File: config.mk
export PLATFORM = sky130hd
export DESIGN_NAME = collatz_seq_engine_flat
export DESIGN_NICKNAME = d
export VERILOG_FILES = /design/src/rtl/collatz_pkg.sv /design/src/rtl/collatz_seq_engine_if.sv /design/src/rtl/collatz_step_unit.sv /design/src/rtl/collatz_seq_engine.sv /design/src/flat_wrapper.sv
export SDC_FILE = /design/constraint.sdc
export NUM_CORES = 1
export LEC_CHECK = 0
export CAP_MARGIN = 15
export CORE_ASPECT_RATIO = 2
export CORE_UTILIZATION = 59
export DETAILED_ROUTE_END_ITERATION = 8
export HOLD_SLACK_MARGIN = 0.05
export PLACE_DENSITY = 0.87
export SYNTH_ARGS = -nofsm -noshare
export SYNTH_HDL_FRONTEND = slang
export SYNTH_HIERARCHICAL = 1
export SYNTH_SLANG_ARGS = --single-unit
File: constraint.sdc
create_clock -name clk -period 2.5 [get_ports clk]
set_input_delay 0.25 -clock clk [delete_from_list [all_inputs] [get_ports clk]]
set_output_delay 0.25 -clock clk [all_outputs]
set_load 0.02 [all_outputs]
File: src/rtl/collatz_pkg.sv
// Shared definitions for the Collatz sequence engine: FSM states and result codes.
package collatz_pkg;

    typedef enum logic [1:0] {
        IDLE = 2'b00,
        RUN  = 2'b01,
        DONE = 2'b10
    } state_t;

    localparam logic [1:0] ST_OK    = 2'b00;
    localparam logic [1:0] ST_ZERO  = 2'b01;
    localparam logic [1:0] ST_OVF   = 2'b10;
    localparam logic [1:0] ST_LIMIT = 2'b11;

endpackage

File: src/rtl/collatz_seq_engine_if.sv
// Start/result handshake bundle of the Collatz engine.
// With COLLATZ_PEAK_EN defined the bundle also carries the running peak value.
interface collatz_seq_engine_if #(
    parameter int WIDTH = 16,
    parameter int CNT_W = 8
);
    logic             start_valid;
    logic             start_ready;
    logic [WIDTH-1:0] start_value;
    logic [WIDTH-1:0] cur_value;
    logic             busy;
    logic             done_valid;
    logic             done_ready;
    logic [CNT_W-1:0] steps;
    logic [1:0]       status;
`ifdef COLLATZ_PEAK_EN
    logic [WIDTH-1:0] peak;
`endif

    // Producer of start values and consumer of results.
    modport master (
        output start_valid, start_value, done_ready,
        input  start_ready, cur_value, busy, done_valid, steps, status
`ifdef COLLATZ_PEAK_EN
        , input peak
`endif
    );

    // The engine itself.
    modport slave (
        input  start_valid, start_value, done_ready,
        output start_ready, cur_value, busy, done_valid, steps, status
`ifdef COLLATZ_PEAK_EN
        , output peak
`endif
    );

endinterface

File: src/rtl/collatz_step_unit.sv
// One combinational Collatz step: n/2 for even n, 3n+1 for odd n.
// The odd branch is computed two bits wider so an out-of-range result is flagged
// instead of silently truncated.
module collatz_step_unit #(
    parameter int WIDTH = 16
) (
    input  logic [WIDTH-1:0] n,
    output logic [WIDTH-1:0] next_n,
    output logic             ovf,
    output logic             is_one,
    output logic             is_zero
);

    logic [WIDTH+1:0] triple_s;

    // Next value, overflow detection and terminal-value decode.
    always_comb begin
        triple_s = {2'b00, n} + {1'b0, n, 1'b0} + {{(WIDTH+1){1'b0}}, 1'b1};
        if (n[0]) begin
            next_n = triple_s[WIDTH-1:0];
            ovf    = (triple_s[WIDTH+1:WIDTH] != 2'b00);
        end else begin
            next_n = {1'b0, n[WIDTH-1:1]};
            ovf    = 1'b0;
        end
        is_one  = (n == {{(WIDTH-1){1'b0}}, 1'b1});
        is_zero = (n == {WIDTH{1'b0}});
    end

endmodule

File: src/rtl/collatz_seq_engine.sv
// Sequential Collatz engine: accepts a start value, iterates one step per clock
// until the value reaches 1, then reports step count and status.
// Optional feature macro: COLLATZ_PEAK_EN (adds the peak output register).
module collatz_seq_engine
    import collatz_pkg::*;
#(
    parameter int WIDTH = 16,
    parameter int CNT_W = 8
) (
    input  logic clk,
    input  logic rst_n,
    collatz_seq_engine_if.slave bus
);

    localparam logic [CNT_W-1:0] STEP_MAX = {CNT_W{1'b1}};
    localparam logic [CNT_W-1:0] STEP_ONE = {{(CNT_W-1){1'b0}}, 1'b1};

    logic [1:0]       rst_sync_r;
    logic             rst_int_n_s;
    state_t           state_r;
    logic [WIDTH-1:0] cur_r;
    logic [CNT_W-1:0] steps_r;
    logic [1:0]       status_r;
    logic             busy_r;
    logic             done_valid_r;
    logic             start_ready_r;

    logic [WIDTH-1:0] next_s;
    logic             ovf_s;
    logic             is_one_s;
    logic             is_zero_s;
    logic             accept_s;
    logic             limit_s;
    logic             advance_s;

    collatz_step_unit #(.WIDTH(WIDTH)) u_step (
        .n       (cur_r),
        .next_n  (next_s),
        .ovf     (ovf_s),
        .is_one  (is_one_s),
        .is_zero (is_zero_s)
    );

    // Reset synchroniser: assertion is immediate, release is aligned to clk.
    always_ff @(posedge clk or negedge rst_n) begin
        if (!rst_n) begin
            rst_sync_r <= 2'b00;
        end else begin
            rst_sync_r <= {rst_sync_r[0], 1'b1};
        end
    end

    assign rst_int_n_s = rst_sync_r[1];

    // Handshake and step-decision terms decoded from the registered state.
    always_comb begin
        accept_s  = (state_r == IDLE) && bus.start_valid && start_ready_r;
        limit_s   = (steps_r == STEP_MAX);
        advance_s = (state_r == RUN) && !is_zero_s && !is_one_s && !limit_s && !ovf_s;
    end

    // Main FSM: IDLE accepts, RUN iterates with prioritised exits, DONE waits for the consumer.
    always_ff @(posedge clk or negedge rst_int_n_s) begin
        if (!rst_int_n_s) begin
            state_r       <= IDLE;
            cur_r         <= {WIDTH{1'b0}};
            steps_r       <= {CNT_W{1'b0}};
            status_r      <= ST_OK;
            busy_r        <= 1'b0;
            done_valid_r  <= 1'b0;
            start_ready_r <= 1'b0;
        end else begin
            case (state_r)
                IDLE: begin
                    if (accept_s) begin
                        state_r       <= RUN;
                        cur_r         <= bus.start_value;
                        steps_r       <= {CNT_W{1'b0}};
                        status_r      <= ST_OK;
                        busy_r        <= 1'b1;
                        start_ready_r <= 1'b0;
                    end else begin
                        start_ready_r <= 1'b1;
                    end
                end
                RUN: begin
                    if (is_zero_s) begin
                        state_r      <= DONE;
                        status_r     <= ST_ZERO;
                        steps_r      <= {CNT_W{1'b0}};
                        busy_r       <= 1'b0;
                        done_valid_r <= 1'b1;
                    end else if (is_one_s) begin
                        state_r      <= DONE;
                        status_r     <= ST_OK;
                        busy_r       <= 1'b0;
                        done_valid_r <= 1'b1;
                    end else if (limit_s) begin
                        // Limit is checked before incrementing so the counter never wraps.
                        state_r      <= DONE;
                        status_r     <= ST_LIMIT;
                        busy_r       <= 1'b0;
                        done_valid_r <= 1'b1;
                    end else if (ovf_s) begin
                        // Value and count are left at the last representable point.
                        state_r      <= DONE;
                        status_r     <= ST_OVF;
                        busy_r       <= 1'b0;
                        done_valid_r <= 1'b1;
                    end else begin
                        cur_r   <= next_s;
                        steps_r <= steps_r + STEP_ONE;
                    end
                end
                DONE: begin
                    if (bus.done_ready) begin
                        state_r       <= IDLE;
                        done_valid_r  <= 1'b0;
                        start_ready_r <= 1'b1;
                    end else begin
                        done_valid_r  <= 1'b1;
                    end
                end
                default: begin
                    state_r       <= IDLE;
                    busy_r        <= 1'b0;
                    done_valid_r  <= 1'b0;
                    start_ready_r <= 1'b0;
                end
            endcase
        end
    end

    assign bus.start_ready = start_ready_r;
    assign bus.cur_value   = cur_r;
    assign bus.busy        = busy_r;
    assign bus.done_valid  = done_valid_r;
    assign bus.steps       = steps_r;
    assign bus.status      = status_r;

`ifdef COLLATZ_PEAK_EN
    logic [WIDTH-1:0] peak_r;

    // Running maximum of the trajectory, seeded with the start value.
    always_ff @(posedge clk or negedge rst_int_n_s) begin
        if (!rst_int_n_s) begin
            peak_r <= {WIDTH{1'b0}};
        end else if (accept_s) begin
            peak_r <= bus.start_value;
        end else if (advance_s && (next_s > peak_r)) begin
            peak_r <= next_s;
        end else begin
            peak_r <= peak_r;
        end
    end

    assign bus.peak = peak_r;
`endif

endmodule

File: src/flat_wrapper.sv
// flat-port wrapper written by rule: the top's interface ports become plain ports
module collatz_seq_engine_flat import collatz_pkg::*;
#(
    parameter int WIDTH = 16,
    parameter int CNT_W = 8
)
  (clk, rst_n, bus_start_valid, bus_start_value, bus_done_ready, bus_start_ready, bus_cur_value, bus_busy, bus_done_valid, bus_steps, bus_status);
  collatz_seq_engine_if #(.WIDTH(WIDTH), .CNT_W(CNT_W)) bus_i ();
  input  logic clk;
  input  logic rst_n;
  input wire logic [$bits(bus_i.start_valid)-1:0] bus_start_valid;
  input wire logic [$bits(bus_i.start_value)-1:0] bus_start_value;
  input wire logic [$bits(bus_i.done_ready)-1:0] bus_done_ready;
  output wire logic [$bits(bus_i.start_ready)-1:0] bus_start_ready;
  output wire logic [$bits(bus_i.cur_value)-1:0] bus_cur_value;
  output wire logic [$bits(bus_i.busy)-1:0] bus_busy;
  output wire logic [$bits(bus_i.done_valid)-1:0] bus_done_valid;
  output wire logic [$bits(bus_i.steps)-1:0] bus_steps;
  output wire logic [$bits(bus_i.status)-1:0] bus_status;
  assign bus_i.start_valid = bus_start_valid;
  assign bus_i.start_value = bus_start_value;
  assign bus_i.done_ready = bus_done_ready;
  assign bus_start_ready = bus_i.start_ready;
  assign bus_cur_value = bus_i.cur_value;
  assign bus_busy = bus_i.busy;
  assign bus_done_valid = bus_i.done_valid;
  assign bus_steps = bus_i.steps;
  assign bus_status = bus_i.status;
  collatz_seq_engine #(.WIDTH(WIDTH), .CNT_W(CNT_W)) u_core (.clk(clk), .rst_n(rst_n), .bus(bus_i));
endmodule
==> summary.md, run 1 <==
| Metric | Value |
|---|---|
| Pre-CTS setup slack | `-0.3338 ns` |
| GR Overflow Total | `47` |
| Synth area leader | `dfrtp_1` |
| RD Place Congestion | `0.9342` |
| Sequential area share after synthesis | `0.2675` |
| HPWL Detailed | `7.526 mm` |
| Yosys top cell area share | `0.2675` |
| Largest net degree at the start of global routing | `32` |
| Status | `stopped before the end` |
| Log Error | `[ERROR GRT-0116] Global routing finished with congestion. Check the congestion regions in the DRC Viewer.` |
| Die Width | `53.15 µm` |
| Initial Utilization | `0.6230` |
| Gr usage total | `0.7015` |
| Mapped Area | `0.003087 mm²` |
| CTS Buffer Depth | `2` |
| Post-Synthesis Cells | `327` |
| Most common cell in the synthesized netlist | `dfrtp_1` |
| Unique masters post-synth | `61` |
| Clock sink count | `33` |
| Commonest cells in the netlist | `dfrtp_1 (33), ha_1 (31), o21ai_0 (25), nand2_1 (24), mux2_2 (23)` |
| First-pass GRT wire length | `28.36 mm` |
| Site row count | `36` |
| Die Height | `104.3 µm` |
| Warnings from Yosys | `6` |
| FF+latch count, synth | `33` |
| Syn avg cell area | `9.439 µm²` |
| Inserted Clock Buffers | `5` |
| EDFF count, synth | `0` |
| Synth Flop Type | `dfrtp_1` |
| Port bufs | `48` |
| I/O pin total | `49` |
| Depth of the CTS H-tree | `2` |
| Synth area leaders | `dfrtp_1 (27%), ha_1 (13%), mux2_2 (8.4%)` |
| Fail Step | `global routing` |
| CTS Root Cell | `clkbuf_8` |
| Async set-reset flop share out of synthesis | `1.000` |
| Vias in the first global route | `4833` |
| Syn_nets | `379` |
## timing repair
action / in CTS
hold buffers: 0
cloned: 1
buffers inserted: 21
pin swaps: 20
setup endpoints to repair: 30
gates resized for setup: 40
## per-stage QoR
step | hold WS, ns | cell area [µm²] | utilization | std cells
3_3_place_gp | 0.2780 | 4379 | 0.8838 | 499
4_1_cts | 0.1132 | 4781 | 0.9649 | 529
2_1_floorplan | -0.04559 | 3308 | - | 327
3_5_place_dp | 0.2803 | 4379 | 0.8838 | 499
## cell families after synthesis
group,after synthesis,synth area share
flops,33,0.2675
xor+xnor,9,0.02554
other cells,1,0.001215
fa+ha+maj,32,0.1321
buf+inv,32,0.04418
simple gates,88,0.1508
mux,39,0.1524
compound gates,93,0.2262
## metal layers
layer / GRT overflow / global-route usage
met5: 0 / 0
met4: 18 / 0.7068
met3: 1 / 0.4254
met2: 27 / 0.9141
met1: 1 / 0.7143
==> run 2: changes to the inputs <==
CORE_ASPECT_RATIO = unset   (was 2)
CORE_UTILIZATION = 40   (was 59)
HOLD_SLACK_MARGIN = unset   (was 0.05)
PLACE_DENSITY = unset   (was 0.87)
PLACE_DENSITY_LB_ADDON = 0.15   (was unset)
==> run 2 against run 1 <==
  * The flow now finishes, with violations (setup timing)
  * Synthesized area unchanged
  * Synthesized cell count unchanged
==> summary.md, run 2 <==
| Metric | Value |
|---|---|
| Status | `complete, but fails checks (was stopped before the end)` |
| Failing checks | `setup timing` |
| CTS tree | `done` |
| CP Data Arrival Time | `3.00 ns` |
| Inserted Clock Buffers | `5 (unchanged)` |
| Post-Synthesis Cells | `327 (unchanged)` |
| Min cycle time layout | `2.827 ns` |
| Commonest cells in the netlist | `dfrtp_1 (33), ha_1 (31), o21ai_0 (25), nand2_1 (24), mux2_2 (23) (unchanged)` |
| Setup crit end kind | `flip-flop` |
| Die Width | `89.85 µm (was 53.15 µm)` |
| Synth area leaders | `dfrtp_1 (27%), ha_1 (13%), mux2_2 (8.4%) (unchanged)` |
| R2r setup slk | `-0.33 ns` |
| Most common cell in the synthesized netlist | `dfrtp_1 (unchanged)` |
| Initial antenna violation count | `0` |
| FF-to-FF End | `u_core/state_r[0]` |
| 1st-pass router iterations | `4` |
| Syn avg cell area | `9.439 µm² (unchanged)` |
| Worst EP required | `2.67 ns` |
| Clock Latency Late Sink | `0.29 ns` |
| Antenna viol nets, final | `0` |
| Synth-to-Final Area Change | `53.55%` |
| Nets | `508` |
| Most frequent cells in the layout | `buf_4 (79), clkdlybuf4s50_1 (48), nand2_1 (21), o21ai_0 (18)` |
| Unrepaired setup endpoints after global routing | `true` |
| DR WL/cell | `15.00 µm` |
| Metal3 WL | `276 µm` |
| I/O pin total | `49 (unchanged)` |
| GR Overflow Total | `0` |
| WL met1 | `3.869 mm` |
| Share of cells above drive strength 1 | `0.4595` |
| Die footprint | `0.008072 mm²` |
| Async set-reset flop share out of synthesis | `1.000 (unchanged)` |
| Avg Vias per Cell | `5.358` |
| Max-slew headroom | `0.6496` |
| R2R cell count | `13` |
| CTS Root Cell | `clkbuf_8 (unchanged)` |
| Port bufs | `48 (unchanged)` |
| Most common cell after layout, fill and taps aside | `buf_4` |
| RR Startpoint | `u_core/bus.cur_value[10]` |
| RD Place Congestion | `0.8921 (was 0.9342)` |
| CTS Buffer Depth | `2 (unchanged)` |
| Synth Flop Type | `dfrtp_1 (unchanged)` |
| Critical path startpoint category | `flip-flop` |
| Register area | `845.8 µm²` |
| EDFF count, synth | `0 (unchanged)` |
| Vias in the first global route | `2856` |
| Met2 wire length | `4.093 mm` |
| Final period utilization | `1.131` |
| Setup-failing EPs final | `30` |
| Site row count | `31 (was 36)` |
| Unique masters post-synth | `61 (unchanged)` |
| Hold Vio Cnt, Final | `0` |
| Clock slew at reported path FFs | `0.08 ns` |
| First-pass GRT wire length | `13.63 mm` |
| Core area | `0.007370 mm²` |
| Multi-input gate area | `0.002445 mm²` |
| Max reg flops | `16` |
| HPWL Detailed | `6.281 mm (was 7.526 mm)` |
| Setup_tns | `-7.563 ns` |
| Fill count | `593` |
| Gr usage total | `0.2082` |
| Mapped Area | `0.003087 mm² (unchanged)` |
| Final worst slack | `-0.3268 ns` |
| Worst Max-Slew Pin Slew | `0.5221 ns` |
| Syn_nets | `379 (unchanged)` |
| Fin. max-slew vios | `0` |
| Synth area leader | `dfrtp_1 (unchanged)` |
| Initial Utilization | `0.4188 (was 0.6230)` |
| Max Cap Viol | `0` |
| Iter 0 DRT Violations | `80` |
| Top sig layer | `met4` |
| Post-CTS Hold Fix Bufs | `0 (unchanged)` |
| Final antenna diode count | `0` |
| Depth of the CTS H-tree | `2 (unchanged)` |
| FF+latch count, synth | `33 (unchanged)` |
| Crit Path Category | `flip-flop to flip-flop` |
| Worst hold path class | `input port to async pin` |
| DRC viols | `0` |
| Die Height | `89.85 µm (was 104.3 µm)` |
| Sequential area share after synthesis | `0.2675 (unchanged)` |
| Clock sink count | `33 (unchanged)` |
| Clk_skew | `0.006343 ns` |
| Max Fanout on Critical Path | `7` |
| Warnings from Yosys | `6 (unchanged)` |
| Largest net degree at the start of global routing | `22` |
| Yosys top cell area share | `0.2675 (unchanged)` |
| Max Freq | `353.8 MHz` |
| Wirelength, routed | `8.339 mm` |
| Vias | `2979` |
[run 2: cell counts after synthesis]
No cell type changed its count.
[run 2: cells by family after synthesis]
| family | count (synthesis) | share of synthesized area |
|---|---|---|
| compound gates | 93 | 0.2262 |
| simple gates | 88 | 0.1508 |
| mux | 39 | 0.1524 |
| flops | 33 | 0.2675 |
| fa+ha+maj | 32 | 0.1321 |
| buf+inv | 32 | 0.04418 |
| xor+xnor | 9 | 0.02554 |
| other cells | 1 | 0.001215 |
[run 2: final cells by class]
class,instances,area share
Multi-Input combinational cell,262,0.5158
Timing Repair Buffer,132,0.2371
Sequential cell,33,0.1785
Tap cell,99,0.02614
Clock buffer,7,0.01822
Inverter,22,0.01795
Clock inverter,1,0.006336
[run 2: how the worst max path moves through the flow]
stage	end	slack, ns	startpoint
2_1_floorplan	u_core/bus.cur_value[0]	-0.25	u_core/bus.cur_value[1]
3_3_place_gp	u_core/bus.steps[5]	-0.24	u_core/bus.cur_value[2]
4_1_cts	u_core/bus.steps[3]	-0.26	u_core/bus.cur_value[3]
5_1_grt	u_core/state_r[0]	-0.42	u_core/bus.cur_value[3]
3_5_place_dp	u_core/bus.steps[3]	-0.32	u_core/bus.cur_value[3]
6_report	u_core/state_r[0]	-0.33	u_core/bus.cur_value[10]
[run 2: repair_timing]
| item | in CTS | in global routing |
|---|---|---|
| setup buffers | 10 | 3 |
| gates resized for setup | 20 | 26 |
| cloned | 1 | 0 |
| pin swaps | 16 | 15 |
| endpoints found under the hold margin | 0 | 0 |
| endpoints found under the setup margin | 30 | 30 |
[run 2: metal layers]
| layer | up-vias | global-route usage |
|---|---|---|
| met4 | 0 | 0.04781 |
| met1 | 1442 | 0.2698 |
| met2 | 56 | 0.3615 |
| li1 | 1470 | - |
| met5 | - | 0 |
| met3 | 11 | 0.03384 |
[run 2: per-stage QoR]
step	utilization	cells	instance area, µm²	hold slack, ns	setup slack (ns)
final	0.6431	556	4740	0.1161	-0.3268
after global routing	0.6431	556	4740	0.1081	-0.4220
after global placement	0.5925	534	4367	0.2157	-0.2402
after CTS	0.6292	553	4637	0.1045	-0.2638
after floorplan	-	327	3308	-0.04559	-0.2519
after detailed placement	0.5925	534	4367	0.2206	-0.3198
[run 2: critical path, stage by stage (launching register included)]
cell,delay (ns)
dfrtp_2,0.46
inv_2,0.09
ha_4,0.22
a21oi_1,0.14
o21ai_1,0.11
a21oi_2,0.19
o31ai_2,0.11
xnor2_1,0.24
a31oi_2,0.18
buf_4,0.18
a2111oi_4,0.36
buf_4,0.22
nor3_2,0.05
o32a_1,0.16
Power of run 2 is left out: the tool's default activity adds up to more than one toggle a clock period on the data nets, which glitch-free logic cannot reach.
==> run 3: changes to the inputs <==
CAP_MARGIN = 20   (was 15)
PLACE_DENSITY = 0.69   (was unset)
PLACE_DENSITY_LB_ADDON = unset   (was 0.15)
==> run 3 against run 2 <==
  * The flow still finishes with violations (setup timing)
  * Wire length decreased by 4.1%
  * Count of clock-buffer cells in the layout decreased by 1
  * Global-route usage decreased by 0.35 points
  * Setup slack improved by 0.14 ns
==> summary.md, run 3 (same netlist as run 2, synthesis figures left out) <==
| Metric | Value |
|---|---|
| Max-slew headroom | `0.6117 (was 0.6496)` |
| Most common cell after layout, fill and taps aside | `buf_4 (unchanged)` |
| Die Height | `89.85 µm (unchanged)` |
| Iter 0 DRT Violations | `83 (was 80)` |
| Crit Path Category | `flip-flop to flip-flop (unchanged)` |
| Depth of the CTS H-tree | `2 (unchanged)` |
| Placed Instances | `529 (was 534)` |
| Final period utilization | `1.076 (was 1.131)` |
| Antenna viol nets, final | `0 (unchanged)` |
| Final instance area | `0.004567 mm² (was 0.004740 mm²)` |
| CP startpoint | `u_core/bus.cur_value[2] (was u_core/bus.cur_value[10])` |
| Avg Vias per Cell | `5.326 (was 5.358)` |
| Worst EP required | `2.67 ns (about the same)` |
| Final core utilization | `0.6197 (was 0.6431)` |
| Inserted Clock Buffers | `5 (unchanged)` |
| Clock Latency Late Sink | `0.28 ns (was 0.29 ns)` |
| Unrepaired setup endpoints after global routing | `true (unchanged)` |
| Port bufs | `48 (unchanged)` |
| R2R cell count | `11 (was 13)` |
| Synth-to-Final Area Change | `47.95% (was 53.55%)` |
| Die footprint | `0.008072 mm² (unchanged)` |
| CTS Root Cell | `clkbuf_8 (unchanged)` |
| Max reg flops | `16 (unchanged)` |
| Clock slew at reported path FFs | `0.07 ns (was 0.08 ns)` |
| Largest net degree at the start of global routing | `21 (was 22)` |
| Wirelength, routed | `7.995 mm (was 8.339 mm)` |
| DR WL/cell | `14.64 µm (was 15.00 µm)` |
| Fin. max-slew vios | `0 (unchanged)` |
| Failing checks | `setup timing (unchanged)` |
| Setup crit end kind | `flip-flop (unchanged)` |
| Critical path startpoint category | `flip-flop (unchanged)` |
| Max Fanout on Critical Path | `8 (was 7)` |
| Worst hold path class | `input port to async pin (unchanged)` |
| Finished Layout Cells | `546 (was 556)` |
| Status | `complete, but fails checks (unchanged)` |
| Core area | `0.007370 mm² (unchanged)` |
| First-pass GRT wire length | `13.64 mm (was 13.63 mm)` |
| Min cycle time layout | `2.691 ns (was 2.827 ns)` |
| Clock sink count | `33 (unchanged)` |
| RD Place Congestion | `0.8621 (was 0.8921)` |
| Post-CTS Hold Fix Bufs | `0 (unchanged)` |
| RR Startpoint | `u_core/bus.cur_value[2] (was u_core/bus.cur_value[10])` |
| HPWL Detailed | `6.102 mm (was 6.281 mm)` |
| CP Data Arrival Time | `2.86 ns (was 3.00 ns)` |
| Max Cap Viol | `0 (unchanged)` |
| Die Width | `89.85 µm (unchanged)` |
| Final antenna diode count | `0 (unchanged)` |
| Vias in the first global route | `2822 (was 2856)` |
| Nets | `498 (was 508)` |
| Initial antenna violation count | `0 (unchanged)` |
| 1st-pass router iterations | `4 (unchanged)` |
| GR Overflow Total | `0 (unchanged)` |
| Gr usage total | `0.2047 (was 0.2082)` |
| Max Freq | `371.6 MHz (was 353.8 MHz)` |
| Most frequent cells in the layout | `buf_4 (71), clkdlybuf4s50_1 (48), nand2_1 (23), o21ai_0 (21), mux2_2 (21) (was buf_4 (79), clkdlybuf4s50_1 (48), nand2_1 (21), o21ai_0 (18))` |
| Worst Max-Slew Pin Slew | `0.5825 ns (was 0.5221 ns)` |
| Share of cells above drive strength 1 | `0.4183 (was 0.4595)` |
| CTS Buffer Depth | `2 (unchanged)` |
| Final worst slack | `-0.1908 ns (was -0.3268 ns)` |
| Initial Utilization | `0.4188 (unchanged)` |
| DRC viols | `0 (unchanged)` |
| CTS tree | `done (unchanged)` |
| Vias | `2908 (was 2979)` |
| Clk_skew | `0.005949 ns (was 0.006343 ns)` |
| Placed Area | `0.004329 mm² (was 0.004367 mm²)` |
| Setup-failing EPs final | `30 (unchanged)` |
| Hold Vio Cnt, Final | `0 (unchanged)` |
| I/O pin total | `49 (unchanged)` |
| Site row count | `31 (unchanged)` |
-- run 3: cell count changes in the layout (fill, tap and decap cells not counted), sizes merged --
| cell | delta |
|---|---|
| buf | -10 |
| clkinv | +2 |
| bufinv | -1 |
| clkbuf | -1 |
-- run 3: worst paths after layout --
kind | endpoint | slack (ns)
max | u_core/bus.cur_value[6] | -0.19
min reg2reg | u_core/bus.cur_value[5] | 0.24
min in group clk | u_core/rst_sync_r[1] | 0.35
max reg2reg | u_core/bus.cur_value[6] | -0.19
min | u_core/rst_sync_r[1] | 0.13
max in group asynchronous | u_core/bus.cur_value[1] | 1.54
-- run 3: repair_timing --
action                                  CTS  global route
endpoints found under the setup margin   30            30
gates cloned                              0             0
pin swaps                                 7             1
endpoints found under the hold margin     0             0
setup buffers                             8             1
gates resized for setup                  14             9
-- run 3: stage by stage --
step	hold slack (ns)	setup TNS (ns)	worst slack, ns
finish	0.1251	-3.945	-0.1908
global route	0.1162	-8.784	-0.3514
CTS	0.1152	-3.861	-0.1793
detailed placement	0.2547	-5.424	-0.2656
global placement	0.2543	-4.511	-0.2212
floorplan	-0.04559	-4.309	-0.2519
-- run 3: area by class of cell --
cell class / count / area, µm²
inverter: 22 / 85.08
clock buffer: 6 / 72.57
clock inverter: 2 / 10.01
timing repair buffer: 122 / 1047
tap: 99 / 123.9
sequential: 33 / 845.8
fill: 632 / 2803
multi-input combinational: 262 / 2382
-- run 3: critical path, cell delays in order (launching register included) --
cell and delay, ns:
dfrtp_2 0.42, inv_2 0.07, ha_4 0.29, o211ai_1 0.12
nand2_1 0.14, a21oi_2 0.08, o31ai_2 0.24, xnor2_1 0.20
a31oi_4 0.14, a221oi_4 0.32, buf_6 0.21, mux2_2 0.34
-- run 3: routing by layer --
metal,up-vias,track usage,routed length (µm)
li1,1456,-,-
met1,1370,0.2712,3734
met4,0,0.04372,83
met2,71,0.3526,3902
met5,-,0,0
met3,11,0.02961,275
Power of run 3 is left out for the same reason.
